### src/rtl/output_stream_buffer_pkg.sv
`default_nettype none
// ============================================================================
// Module      : output_stream_buffer_pkg
// Description : Shared defaults and the count-width helper for the
//               double-banked output stream buffer.
// Revision    : 1.0 - initial release
// ============================================================================
package output_stream_buffer_pkg;

  localparam int DEF_DATA_WIDTH = 32;
  localparam int DEF_DEPTH      = 16;
  localparam int DEF_LANES      = 1;

  // Ceiling log2; used to size counts that must also represent DEPTH itself.
  function automatic int clog2(input int value);
    int result;
    result = 0;
    while ((1 << result) < value) result = result + 1;
    return result;
  endfunction

endpackage : output_stream_buffer_pkg
`default_nettype wire

### src/rtl/output_stream_buffer_lane_shift_bank.sv
`default_nettype none
// ============================================================================
// Module      : lane_shift_bank
// Description : Draining word bank. Parallel load, LANES-word shift toward
//               word 0 with zero fill, and a remaining-word count.
// Revision    : 1.0 - initial release
// ============================================================================
module lane_shift_bank
  import output_stream_buffer_pkg::*;
#(
  parameter int DATA_WIDTH = DEF_DATA_WIDTH,
  parameter int DEPTH      = DEF_DEPTH,
  parameter int LANES      = DEF_LANES,
  parameter int CNT_W      = clog2(DEF_DEPTH + 1)
) (
  input  logic                          clk,
  input  logic                          rst,
  input  logic                          clear,
  input  logic                          load,
  input  logic [CNT_W-1:0]              load_count,
  input  logic [DEPTH*DATA_WIDTH-1:0]   load_data,
  input  logic                          shift,
  output logic [LANES*DATA_WIDTH-1:0]   head,
  output logic [CNT_W-1:0]              count
);

  localparam int               c_BANK_W    = DEPTH * DATA_WIDTH;
  localparam int               c_BEAT_W    = LANES * DATA_WIDTH;
  localparam logic [CNT_W-1:0] c_LANES_CNT = CNT_W'(LANES);

  logic [c_BANK_W-1:0] r_data;
  logic [CNT_W-1:0]    r_count;

  // Bank storage: clear beats load, load beats shift (a final-beat shift
  // and a refill on the same edge resolve to the refill).
  always_ff @(posedge clk or negedge rst) begin
    if (!rst) begin
      r_data  <= '0;
      r_count <= '0;
    end else if (clear) begin
      r_data  <= '0;
      r_count <= '0;
    end else if (load) begin
      r_data  <= load_data;
      r_count <= load_count;
    end else if (shift && (r_count != '0)) begin
      r_data  <= r_data >> c_BEAT_W;
      r_count <= (r_count <= c_LANES_CNT) ? '0 : (r_count - c_LANES_CNT);
    end
  end

  assign head  = r_data[c_BEAT_W-1:0];
  assign count = r_count;

endmodule : lane_shift_bank
`default_nettype wire

### src/rtl/output_stream_buffer.sv
`default_nettype none
// ============================================================================
// Module      : output_stream_buffer
// Description : Two-bank output stream buffer. An active bank drains LANES
//               words per beat while a shadow bank holds the next load so
//               that back-to-back loads stream without a bubble.
// Revision    : 1.0 - initial release
// ============================================================================
module output_stream_buffer
  import output_stream_buffer_pkg::*;
#(
  parameter int DATA_WIDTH = DEF_DATA_WIDTH,
  parameter int DEPTH      = DEF_DEPTH,
  parameter int LANES      = DEF_LANES,
  localparam int CNT_W     = clog2(DEPTH + 1)
) (
  input  logic                          clk,
  input  logic                          rst,
  input  logic                          flush,
  input  logic                          load,
  input  logic [CNT_W-1:0]              load_count,
  input  logic [DEPTH*DATA_WIDTH-1:0]   input_data,
  output logic                          load_ready,
  output logic                          load_err,
  output logic                          out_valid,
  input  logic                          out_ready,
  output logic [LANES*DATA_WIDTH-1:0]   out_data,
  output logic [LANES-1:0]              out_keep,
  output logic                          out_last,
  output logic                          busy
);

  localparam int               c_BANK_W    = DEPTH * DATA_WIDTH;
  localparam int               c_BEAT_W    = LANES * DATA_WIDTH;
  localparam logic [CNT_W-1:0] c_LANES_CNT = CNT_W'(LANES);
  localparam logic [CNT_W-1:0] c_DEPTH_CNT = CNT_W'(DEPTH);

  logic [c_BEAT_W-1:0] w_head;
  logic [CNT_W-1:0]    w_active_count;
  logic [c_BANK_W-1:0] r_shadow_data;
  logic [CNT_W-1:0]    r_shadow_count;
  logic [c_BANK_W-1:0] w_in_masked;
  logic [c_BANK_W-1:0] w_bank_load_data;
  logic [CNT_W-1:0]    w_bank_load_count;
  logic                w_shadow_full;
  logic                w_fire;
  logic                w_final;
  logic                w_cnt_ok;
  logic                w_load_acc;
  logic                w_to_active;
  logic                w_promote;
  logic                w_bank_load;
  logic                r_load_err;

  assign w_shadow_full = (r_shadow_count != '0);
  assign out_valid     = (w_active_count != '0);
  assign w_fire        = out_valid && out_ready;
  assign w_final       = w_fire && (w_active_count <= c_LANES_CNT);
  assign w_cnt_ok      = (load_count != '0) && (load_count <= c_DEPTH_CNT);
  assign w_load_acc    = load && !w_shadow_full && w_cnt_ok && !flush;
  assign w_to_active   = w_load_acc && (!out_valid || w_final);
  // Shadow-full implies load_ready is low, so promotion never races a load.
  assign w_promote     = w_final && w_shadow_full;
  assign w_bank_load   = w_to_active || w_promote;

  // Zero the words beyond load_count so drained lanes always read as zero.
  always_comb begin
    w_in_masked = '0;
    for (int i = 0; i < DEPTH; i++) begin
      if (CNT_W'(i) < load_count)
        w_in_masked[i*DATA_WIDTH +: DATA_WIDTH] = input_data[i*DATA_WIDTH +: DATA_WIDTH];
    end
  end

  // Active-bank refill source: pending shadow contents take precedence.
  always_comb begin
    w_bank_load_data  = w_in_masked;
    w_bank_load_count = load_count;
    if (w_promote) begin
      w_bank_load_data  = r_shadow_data;
      w_bank_load_count = r_shadow_count;
    end
  end

  lane_shift_bank #(
    .DATA_WIDTH (DATA_WIDTH),
    .DEPTH      (DEPTH),
    .LANES      (LANES),
    .CNT_W      (CNT_W)
  ) u_active_bank (
    .clk        (clk),
    .rst        (rst),
    .clear      (flush),
    .load       (w_bank_load),
    .load_count (w_bank_load_count),
    .load_data  (w_bank_load_data),
    .shift      (w_fire),
    .head       (w_head),
    .count      (w_active_count)
  );

  // Shadow bank: captures a load arriving mid-drain, freed on promotion.
  always_ff @(posedge clk or negedge rst) begin
    if (!rst) begin
      r_shadow_data  <= '0;
      r_shadow_count <= '0;
    end else if (flush) begin
      r_shadow_data  <= '0;
      r_shadow_count <= '0;
    end else if (w_load_acc && !w_to_active) begin
      r_shadow_data  <= w_in_masked;
      r_shadow_count <= load_count;
    end else if (w_promote) begin
      r_shadow_data  <= '0;
      r_shadow_count <= '0;
    end
  end

  // Rejected-load pulse, suppressed when the load coincides with flush.
  always_ff @(posedge clk or negedge rst) begin
    if (!rst) r_load_err <= 1'b0;
    else      r_load_err <= load && !flush && (w_shadow_full || !w_cnt_ok);
  end

  // Beat presentation: lanes at or beyond the remaining count read as zero.
  always_comb begin
    out_keep = '0;
    out_data = '0;
    for (int j = 0; j < LANES; j++) begin
      out_keep[j] = (CNT_W'(j) < w_active_count);
      if (out_keep[j])
        out_data[j*DATA_WIDTH +: DATA_WIDTH] = w_head[j*DATA_WIDTH +: DATA_WIDTH];
    end
  end

  assign out_last   = out_valid && (w_active_count <= c_LANES_CNT);
  assign load_ready = !w_shadow_full;
  assign load_err   = r_load_err;
  assign busy       = out_valid || w_shadow_full;

endmodule : output_stream_buffer
`default_nettype wire

### config.mk
export PLATFORM = sky130hd
export DESIGN_NAME = output_stream_buffer
export DESIGN_NICKNAME = d
export VERILOG_FILES = /design/src/rtl/output_stream_buffer_pkg.sv /design/src/rtl/output_stream_buffer_lane_shift_bank.sv /design/src/rtl/output_stream_buffer.sv
export SDC_FILE = /design/constraint.sdc
export NUM_CORES = 2
export LEC_CHECK = 0
export CELL_PAD_IN_SITES_DETAIL_PLACEMENT = 2
export CELL_PAD_IN_SITES_GLOBAL_PLACEMENT = 2
export CORE_MARGIN = 10
export CORE_UTILIZATION = 33
export DETAILED_ROUTE_END_ITERATION = 10
export PLACE_DENSITY = 0.72
export SYNTH_ARGS = -nofsm -noshare
export SYNTH_HDL_FRONTEND = slang
export SYNTH_SLANG_ARGS = --single-unit
### constraint.sdc
create_clock -name clk -period 2.8 [get_ports clk]
set_clock_uncertainty 0.05 [all_clocks]
set_input_delay 0.28 -clock clk [delete_from_list [all_inputs] [get_ports clk]]
set_output_delay 0.28 -clock clk [all_outputs]
set_load 0.1 [all_outputs]
==> key figures <==
Status
  • Status: complete, but fails checks
  • Failing checks: negative setup slack

Power
  • Share of power burned in the clock network: 0.266
  • Peak supply drop: 877.8 uV
  • LEAKAGE: 0.02756 uW
  • Seq pwr share: 0.331
  • Cell Pwr Density: 915.8 mW/mm^2
  • Switching share of power: 0.4087
  • NetSw: 24,890 uW
  • Combinational share of power: 0.403
  • Pwr Total: 60,900 uW
  • Pint: 36,010 uW

Floorplanning
  • DIE AREA: 0.1688 sq mm
  • DIE WIDTH: 410.8 um
  • Die height: 410.8 um
  • # IOs: 560
  • Core area: 0.1519 sq mm
  • Cell Rows: 143
  • Initial Util: 0.3318

Yosys
  • Synth Instances: 4,859
  • Count leader, synth: dfrtp_1
  • Seq cells post-synth: 1,035
  • Syn avg cell area: 10.37 sq um
  • Yosys top cell by area: dfrtp_1
  • Yosys top cell area share: 0.5139
  • Post-synth EDFFs: 0
  • Syn Std Cell Area: 0.05040 sq mm
  • Main area contributors after synthesis: dfrtp_1, a32o_1, a311oi_1
  • Syn Nets: 5,384
  • Post-synthesis sequential area ratio: 0.5139
  • Top cell types by occurrence after synthesis: dfrtp_1, nand2_1, a32o_1, clkbuf_1, a311oi_1
  • Unique cell type count in the Yosys netlist: 57
  • Syn. warnings: 0
  • Synth Flop Type: dfrtp_1
  • Synth async-reset ratio: 1.000

Routing
  • Via count: 47,096
  • Vias per inst: 6.321
  • DR WL met2: 114.6 mm
  • DRT Pass-1 Iters: 8
  • Final wirelength: 239.7 mm
  • Max Used Layer: met5
  • Routed met3 length: 13.65 mm
  • Remaining antenna violation count after routing: 0
  • DRC: 0
  • DRT iter0 DRCs: 4,249
  • Drt wl/cell: 32.17 um
  • M1 WL: 102.1 mm

Timing
  • Minimum clock period: 2.899 ns
  • Slew at the pin with the worst max-slew slack: 1.349 ns
  • Unrepaired setup endpoints after global routing: yes
  • Final Slew Violations: 0
  • Max Freq: 0.3449 GHz
  • Final period util: 1.035
  • Fin worst setup slack: -0.09929 ns
  • Setup tns final: -0.09929 ns
  • Relative slew slack: 0.1008
  • Final setup viols: 1
  • Hold Vio Cnt, Final: 0
  • Hold_ws: 0.03265 ns

GRT
  • Largest net degree at the start of global routing: 153
  • Vias in the first global route: 50,892
  • Initial antenna violation count: 43
  • First-pass GRT wire length: 352.4 mm
  • Grt ovf: 0
  • Gr usage total: 0.2706

Critical path
  • WS Path Type: reg2reg
  • CP Max Fanout: 80
  • Crit-path max cell delay: 0.60 ns
  • Buf+Inv Stages, Crit Path: 5
  • Worst path cell trace: inv_2, ha_4, nand2b_4, buf_4, a2111oi_4, buf_4, a21oi_4, buf_12, buf_4, a2111oi_0, a311oi_1
  • Startpoint Class: flip-flop
  • Delay-heaviest family, CP: compound AO/OA/AOI/OAI gates
  • Reg2reg start: u_active_bank.count[0]
  • WP data arrival: 3.41 ns
  • Required time of the critical path: 3.31 ns
  • Crit path top cell by count: buf_4
  • CP Launch Point: u_active_bank.count[0]
  • Critical Path Sink Type: flip-flop
  • Slowest CP cell: a2111oi_0

Min path
  • Hold Path Class: in2async

Flow run
  • MaxCap Viol Count: 0

Layout
  • Share of cells above drive strength 1: 0.1706
  • Nets: 5,832
  • Fin area: 0.06650 sq mm
  • Area grow syn2layout: 31.94%

Clocking
  • H-Tree Depth: 3
  • Clock latency on the worst-skew pair: 0.75 ns
  • Worst-path clk slew: 0.06 ns
  • Root Driver: clkbuf_16
  • TritonCTS Buffers: 120
  • CTS tree: built
  • Clock tree buffer depth: 3
  • Total clock sinks: 1,035

Placed design
  • Hpwl dp: 157.2 mm
  • Placed instance area: 0.06079 sq mm
  • I/O Buffers: 559
  • Dpl ws: -0.5518 ns
  • RePlAce Congestion: 0.8707
[layer usage]
| layer | vias to the layer above | global-route usage |
|---|---|---|
| li1 | 19987 | - |
| met1 | 25243 | 0.3611 |
| met2 | 1440 | 0.4406 |
| met3 | 390 | 0.04535 |
| met4 | 36 | 0.09735 |
| met5 | - | 0 |
[timing repair]
action	in CTS	in global routing
pin swaps	4	10
hold endpoints to repair	300	0
cloned	11	4
setup buffers	4	6
hold buffers	2	0
resized for setup	85	221
setup endpoints to repair	124	462
[path summary, 6_finish.rpt]
path	endpoint	slack (ns)	cells after the start
min in group clk	r_shadow_data[483]	0.11	2
hold / removal	r_shadow_data[208]	0.03	2
setup / recovery	u_active_bank.r_data[48]	-0.1	11
hold reg to reg	u_active_bank.r_data[484]	0.44	2
max in group asynchronous	r_shadow_data[316]	1.54	3
setup reg to reg	u_active_bank.r_data[48]	-0.1	11
[layout make-up]
class / count / area (sq um)
well taps: 2030 / 2540
clock buffers: 179 / 3578
multi-input cells: 3183 / 22870
repair buffers: 960 / 11150
clock inverters: 39 / 395.4
flip-flops and latches: 1035 / 25900
fillers: 15288 / 85400
diodes: 18 / 45.04
inverters: 7 / 26.28
[layout by cell type (no fill, tap or decap), drive strengths merged, types with 2 or more instances in the layout]
cell           instances
dlygate4sd3            2
nand2b                 3
and3                 256
ha                     3
and2                  34
a2111oi              225
mux2                  96
clkbuf               183
or3                    6
clkinv                27
a311oi               322
o41ai                160
o31a                   4
o21ai                 39
or2                    2
bufinv                 7
a32o                 481
a21o                   2
a211oi                 2
nand2                751
nor2                 170
dfrtp               1035
nor3                  10
a21oi                297
a22o                  38
o311ai                 3
xnor2                  3
clkdlybuf4s50        518
a22oi                161
nand3                 99
bufbuf                 2
diode                 18
nor4                   2
inv                   11
buf                  434
[flip-flops by register name, summed over array words and instances (netlist names)]
name / cells
u_active_bank.count: 5
u_active_bank.r_data: 512
load_err: 1
r_shadow_data: 512
r_shadow_count: 5
[through the flow]
stage | util | cells
global route | 0.4377 | 7444
finish | 0.4378 | 7451
floorplan | - | 4859
global placement | 0.4002 | 7189
detailed placement | 0.4002 | 7189
CTS | 0.4305 | 7424
[power by group through the flow]
stage	Sequential [uW]	Combinational (uW)	Clock, uW
2_1_floorplan	19000	12800	0
5_1_grt	20300	26100	17100
3_5_place_dp	20200	22600	0
6_report	20100	24500	16200
3_3_place_gp	20100	22100	0
4_1_cts	20000	23600	16500
[logic make-up after synthesis]
kind of cell | count (synthesis) | synth area share
AND/OR/NAND/NOR | 1333 | 0.1179
AO/OA/AOI/OAI | 1745 | 0.2878
adder cells (fa/ha/maj) | 3 | 0.0007448
buffers and inverters | 644 | 0.05722
flip-flops | 1035 | 0.5139
XOR/XNOR | 3 | 0.001043
multiplexers | 96 | 0.02145
Note: power is estimated with default switching activity, not from simulation.
